### config.mk
export PLATFORM = sky130hd
export DESIGN_NAME = alu_sequencer
export DESIGN_NICKNAME = d
export VERILOG_FILES = /design/src/rtl/alu_sequencer.sv
export SDC_FILE = /design/constraint.sdc
export NUM_CORES = 1
export LEC_CHECK = 0
export ABC_CLOCK_PERIOD_IN_PS = 2300
export BUFFER_PORTS_ARGS = -buffer_cell sky130_fd_sc_hd__buf_2
export CELL_PAD_IN_SITES_DETAIL_PLACEMENT = 1
export CELL_PAD_IN_SITES_GLOBAL_PLACEMENT = 1
export CORE_MARGIN = 2
export CORE_UTILIZATION = 46
export CTS_BUF_LIST = sky130_fd_sc_hd__clkbuf_4 sky130_fd_sc_hd__clkbuf_8
export DETAILED_ROUTE_END_ITERATION = 6
export GPL_TIMING_DRIVEN = 0
export PLACE_DENSITY = 0.8
export SETUP_SLACK_MARGIN = 0.2
export SLEW_MARGIN = 0
export SYNTH_ARGS = -nofsm -noshare
export SYNTH_HDL_FRONTEND = slang
export SYNTH_SLANG_ARGS = --single-unit
### constraint.sdc
create_clock -name clk -period 2.3 [get_ports clk]
set_clock_uncertainty 0.05 [all_clocks]
set_input_delay 0.23 -clock clk [delete_from_list [all_inputs] [get_ports clk]]
set_output_delay 0.23 -clock clk [all_outputs]
set_load 0.03 [all_outputs]
### src/rtl/alu_sequencer.sv
// alu_sequencer
//   Queues ALU commands in a small FIFO and issues them one at a time to an
//   external combinational ALU. Each result is captured and held until the
//   consumer accepts it. Results leave in command-accept order.
//
// Ports
//   clk, rst                  clock, asynchronous active-high reset
//   cmd_valid/cmd_ready       command handshake
//   cmd_a/cmd_b/cmd_c/cmd_op  command payload (operands, carry-in, opcode)
//   alu_a/alu_b/alu_c/alu_op  registered drive to the external ALU
//   alu_w/alu_zero/alu_neg    ALU result and flags
//   res_valid/res_ready       result handshake
//   res_w/res_zero/res_neg    captured result and flags
//   res_illegal               high when the issued opcode was 3'd7
//   fifo_count                command FIFO occupancy
//   busy                      high whenever the sequencer is not idle
module alu_sequencer #(
    parameter int DEPTH = 4
) (
    input  logic                   clk,
    input  logic                   rst,
    input  logic                   cmd_valid,
    output logic                   cmd_ready,
    input  logic [15:0]            cmd_a,
    input  logic [15:0]            cmd_b,
    input  logic                   cmd_c,
    input  logic [2:0]             cmd_op,
    output logic [15:0]            alu_a,
    output logic [15:0]            alu_b,
    output logic                   alu_c,
    output logic [2:0]             alu_op,
    input  logic [15:0]            alu_w,
    input  logic                   alu_zero,
    input  logic                   alu_neg,
    output logic                   res_valid,
    input  logic                   res_ready,
    output logic [15:0]            res_w,
    output logic                   res_zero,
    output logic                   res_neg,
    output logic                   res_illegal,
    output logic [$clog2(DEPTH):0] fifo_count,
    output logic                   busy
);

    localparam int AW = $clog2(DEPTH);
    localparam int EW = 36;
    localparam logic [AW:0] FULL_COUNT = (AW+1)'(DEPTH);

    typedef enum logic [1:0] {
        IDLE,
        ISSUE,
        HOLD
    } state_t;

    state_t state, state_next;

    logic [EW-1:0] mem [DEPTH];
    logic [AW-1:0] wr_ptr, rd_ptr;
    logic [EW-1:0] head;
    logic          push, pop;
    logic          capture, res_clear;

    assign cmd_ready = (fifo_count < FULL_COUNT);
    assign push      = cmd_valid && cmd_ready;
    assign head      = mem[rd_ptr];
    assign busy      = (state != IDLE);

    // Next-state and control decode
    always_comb begin
        state_next = state;
        pop        = 1'b0;
        capture    = 1'b0;
        res_clear  = 1'b0;
        case (state)
            IDLE: begin
                if (fifo_count != '0) begin
                    pop        = 1'b1;
                    state_next = ISSUE;
                end
            end
            ISSUE: begin
                capture    = 1'b1;
                state_next = HOLD;
            end
            HOLD: begin
                // res_valid is always high here, so res_ready alone completes the handshake
                if (res_ready) begin
                    res_clear  = 1'b1;
                    state_next = IDLE;
                end
            end
            default: state_next = IDLE;
        endcase
    end

    always_ff @(posedge clk or posedge rst) begin
        if (rst) state <= IDLE;
        else     state <= state_next;
    end

    // Storage needs no reset: occupancy is tracked entirely by pointers and count
    always_ff @(posedge clk) begin
        if (push) mem[wr_ptr] <= {cmd_a, cmd_b, cmd_c, cmd_op};
    end

    always_ff @(posedge clk or posedge rst) begin
        if (rst) begin
            wr_ptr     <= '0;
            rd_ptr     <= '0;
            fifo_count <= '0;
        end else begin
            if (push) wr_ptr <= wr_ptr + 1'b1;
            if (pop)  rd_ptr <= rd_ptr + 1'b1;
            case ({push, pop})
                2'b10:   fifo_count <= fifo_count + 1'b1;
                2'b01:   fifo_count <= fifo_count - 1'b1;
                default: fifo_count <= fifo_count;
            endcase
        end
    end

    always_ff @(posedge clk or posedge rst) begin
        if (rst) begin
            alu_a  <= '0;
            alu_b  <= '0;
            alu_c  <= 1'b0;
            alu_op <= '0;
        end else if (pop) begin
            {alu_a, alu_b, alu_c, alu_op} <= head;
        end
    end

    always_ff @(posedge clk or posedge rst) begin
        if (rst) begin
            res_valid   <= 1'b0;
            res_w       <= '0;
            res_zero    <= 1'b0;
            res_neg     <= 1'b0;
            res_illegal <= 1'b0;
        end else if (capture) begin
            res_valid   <= 1'b1;
            res_w       <= alu_w;
            res_zero    <= alu_zero;
            res_neg     <= alu_neg;
            res_illegal <= (alu_op == 3'd7);
        end else if (res_clear) begin
            res_valid   <= 1'b0;
        end
    end

endmodule

==> impl_summary.txt <==
----------------------------------------------------
[Run status]
  Run status ... complete, no violations

[STA]
  Clock period minus final worst setup slack ... about 2.2 ns
  Unrepaired setup endpoints after global routing ... true
  Final hold viol count ... 0
  Number of setup violations in the final report ... 0
  Slew at the pin closest to its max-slew limit ... between 1 and 1.5 ns
  Final setup margin ... roughly 0.084 ns
  Number of max-slew violations in the final report ... 0
  Part of the cycle the worst path needs ... 96.3%
  Total Neg Setup Slack ... 0 ns
  Relative slew slack ... roughly 29%
  Achievable frequency ... around 450 MHz

[Logic synthesis]
  Number of instances in the synthesized netlist ... roughly 360
  Count of unique library cells instantiated by Yosys ... 28
  Synth warn ... 0
  Sequential fraction of the synthesis area ... approximately three quarters
  Mapped Nets ... ~420
  Total standard cell area after synthesis ... 7840 um^2
  Post-synthesis average cell area ... 21.9 um^2
  Flops & latches, synth ... between 200 and 250

[Cells and area]
  Relative area change from synthesis to final layout ... 29.2%
  Leading cell types in the layout, fill and taps excluded ... sky130_fd_sc_hd__edfxtp_1 (144), sky130_fd_sc_hd__buf_2 (123), sky130_fd_sc_hd__dfrtp_1 (65)
  Final core utilization ... 60.9%
  Layout net count ... ~640
  Share of cells above drive strength 1 ... ~50%
  Most frequent standard cell in the layout excluding fill and tap cells ... sky130_fd_sc_hd__edfxtp_1

[Critical path]
  Worst reg2reg setup slack ... 0.08 ns
  Worst reg2reg endpoint ... mem[0][8]
  Worst Setup Start Kind ... register
  Kind of critical path ... reg -> reg
  Longest individual stage delay on the worst path ... 0.93 ns
  Worst-path cell with the longest stage delay ... sky130_fd_sc_hd__and2_2
  Chain of cells forming the critical path ... nor2b_1, clkbuf_1, and2_2
  Arr. time, crit path ... ~2.3 ns
  Number of cell instances on the worst register-to-register path ... 3
  Maximum fanout along the worst path ... 36
  Reg-to-reg startpoint ... fifo_count[2]
  Endpoint kind of the worst setup timing path ... register
  Capture point of the critical path ... mem[0][8]
  Crit path from ... fifo_count[2]
  Crit path required time ... about 2.4 ns

[Global route]
  Number of global-route vias before repair ... a little under 5000
  Wire length of the first global-routing pass ... 27400 um
  Number of antenna violations at the first check in global routing ... 1
  Largest net degree at the start of global routing ... 66
  Global-route usage over all layers ... 20.2%
  GRT Residual Overflow ... 0

[Clock tree]
  Cell at the root of the clock tree ... sky130_fd_sc_hd__clkbuf_8
  TritonCTS clock tree ... done
  Clock buffers created by TritonCTS ... 37
  Largest buffer count on any clock path ... 3
  Register clock-pin slew on the reported worst setup and hold paths ... about 0.06 ns
  Clock insertion delay at the later pin of the skew report ... 0.51 ns
  Clock sink count ... 209
  CTS H-tree depth ... 2

[Die]
  Die width ... approximately 130 um
  Effective utilization at floorplan ... a little under half
  Die H ... 135 um
  Standard cell core area ... 16600 um^2
  Standard-cell rows ... 47
  Total Die Area ... between 15000 and 20000 um^2
  Total I/O pin count ... 119

[Routing]
  Number of DRC violations after detailed-routing iteration 0 ... 233
  Post-detailed-route count of antenna-violating nets ... 0
  Via density ... about 5.1
  Avg WL per Cell ... between 20 and 25 um
  Number of remaining DRC errors ... 0
  Wire length reported by the detailed router ... around 17000 um
  Number of detailed-routing iterations run before antenna repair ... 4
  Total number of vias ... between 4000 and 5000

[Power]
  Final total power ... roughly 14 mW
  IR Drop Worst-Case VDD ... roughly 0.7 mV
  Power per unit of standard cell area ... about 1400 nW/um^2
  Sequential fraction of design power ... between 30% and 40%
  Gate power share ... approximately two fifths
  Net switching power ... around 5.0 mW
  Cell internal power dissipation ... ~9.5 mW
  Fraction of power spent switching nets ... about a third
  Leakage power figure ... approximately 3.9 nW
  Power share of the clock group ... a little under a quarter

[Worst hold path]
  Path category of the worst min-delay check ... in -> reg
  Worst hold start ... cmd_valid

[Placement]
  Post-detail-place hpwl ... between 9000 and 10000 um
  Pre-CTS worst setup slack ... -0.160 ns
  Final RePlAce weighted congestion ... between 0.6 and 0.7
  # port buffers ... ~120

[Job]
  Count of maximum capacitance violations ... 0

----------------------------------------------------
-- per-stage QoR --
step	std cells	area, um^2	hold WS, ns
6_report	827	10100	0.263
5_1_grt	827	10100	0.284
4_1_cts	821	10100	0.234
3_5_place_dp	696	8720	0.399
3_3_place_gp	696	8720	0.389
2_1_floorplan	358	7850	0.279
-- repair_timing --
item,4_1_cts,5_1_grt
setup buffers,3,5
gates resized for setup,3,10
setup endpoints to repair,146,159
endpoints found under the hold margin,228,0
pin swaps,0,4
hold buffers,56,0
-- area by class of cell --
class	instances	area, um^2
clock inverters	14	95.1
diodes	1	2.50
flip-flops and latches	209	5950
multi-input cells	124	1760
inverters	10	40.0
clock buffers	52	653
well taps	220	275
plain buffers	15	138
fillers	1483	6510
repair buffers	182	1210
-- sequential cells by signal, summed over array words and instances (netlist names) --
signal and flops:
res_zero 1, res_valid 1, alu_b 16, fifo_count 3, mem 144, res_illegal 1, rd_ptr 2, res_neg 1
wr_ptr 2, state 2, alu_c 1, alu_op 3, res_w 16, alu_a 16
-- cell usage after synthesis --
cell / instances / share of area (%)
sky130_fd_sc_hd__nor3_1: 1 / 0.064
sky130_fd_sc_hd__clkbuf_1: 3 / 0.14
sky130_fd_sc_hd__nor2_1: 3 / 0.14
sky130_fd_sc_hd__buf_1: 1 / 0.048
sky130_fd_sc_hd__buf_4: 1 / 0.096
sky130_fd_sc_hd__ha_1: 5 / 0.80
sky130_fd_sc_hd__xor2_1: 3 / 0.34
sky130_fd_sc_hd__o21ai_0: 2 / 0.13
sky130_fd_sc_hd__xnor2_1: 3 / 0.34
sky130_fd_sc_hd__nor2b_1: 2 / 0.16
sky130_fd_sc_hd__or2_2: 1 / 0.080
sky130_fd_sc_hd__buf_6: 3 / 0.43
sky130_fd_sc_hd__mux2_4: 13 / 2.5
sky130_fd_sc_hd__dfrtp_1: 65 / 21
sky130_fd_sc_hd__buf_12: 2 / 0.51
sky130_fd_sc_hd__nor3b_1: 2 / 0.19
sky130_fd_sc_hd__mux2_2: 41 / 5.9
sky130_fd_sc_hd__inv_1: 10 / 0.48
sky130_fd_sc_hd__fa_1: 1 / 0.26
sky130_fd_sc_hd__or2_1: 1 / 0.080
sky130_fd_sc_hd__a21oi_1: 2 / 0.13
sky130_fd_sc_hd__and2_1: 4 / 0.32
sky130_fd_sc_hd__nand4_1: 1 / 0.080
sky130_fd_sc_hd__mux4_2: 36 / 10
sky130_fd_sc_hd__edfxtp_1: 144 / 55
sky130_fd_sc_hd__mux2i_1: 1 / 0.13
sky130_fd_sc_hd__buf_2: 5 / 0.32
sky130_fd_sc_hd__nand2_1: 2 / 0.096
-- how the worst min path moves through the flow --
stage / endpoint / slack (ns) / cells past startpoint
after floorplan: mem[0][0] / 0.28 / 0
after global placement: mem[2][31] / 0.39 / 1
after detailed placement: mem[0][8] / 0.40 / 1
after CTS: wr_ptr[0] / 0.23 / 4
after global routing: wr_ptr[0] / 0.28 / 4
final: wr_ptr[0] / 0.26 / 4
-- power by group through the flow --
stage,Clock [mW],Combinational [mW],Sequential [mW]
after floorplan,0,2.83,6.53
after global placement,0,5.10,5.49
after detailed placement,0,5.29,5.57
after CTS,3.54,5.46,5.51
after global routing,3.70,5.90,5.61
final,3.44,5.52,5.51
-- worst max-delay path, delay by kind of cell (launching register included) --
kind	cells	cell delay [ns]
flops	1	0.41
buf+inv	1	0.29
simple gates	2	1.05
-- routing by layer --
layer,track usage (%),vias to the layer above,share of wire (%),routed length [um]
li1,-,1856,-,-
met1,23.3,2190,38,6600
met2,36.7,109,56,9680
met3,3.94,39,3.6,625
met4,8.65,0,2.6,446
met5,0,-,0,0
-- cells by family (layout without fill, tap and decap cells) --
| family | after synthesis | count (layout) | synth area share, % |
|---|---|---|---|
| muxes | 91 | 91 | 18.9 |
| AOI/OAI and AO/OA | 4 | 4 | 0.255 |
| other | 0 | 1 | 0 |
| DFF | 209 | 209 | 75.9 |
| buffers and inverters | 25 | 273 | 2.03 |
| and+or+nand+nor | 17 | 17 | 1.21 |
| adders and majority gates | 6 | 6 | 1.05 |
| xor gates and xnor gates | 6 | 6 | 0.671 |
Power figures use the tool's default switching activity.
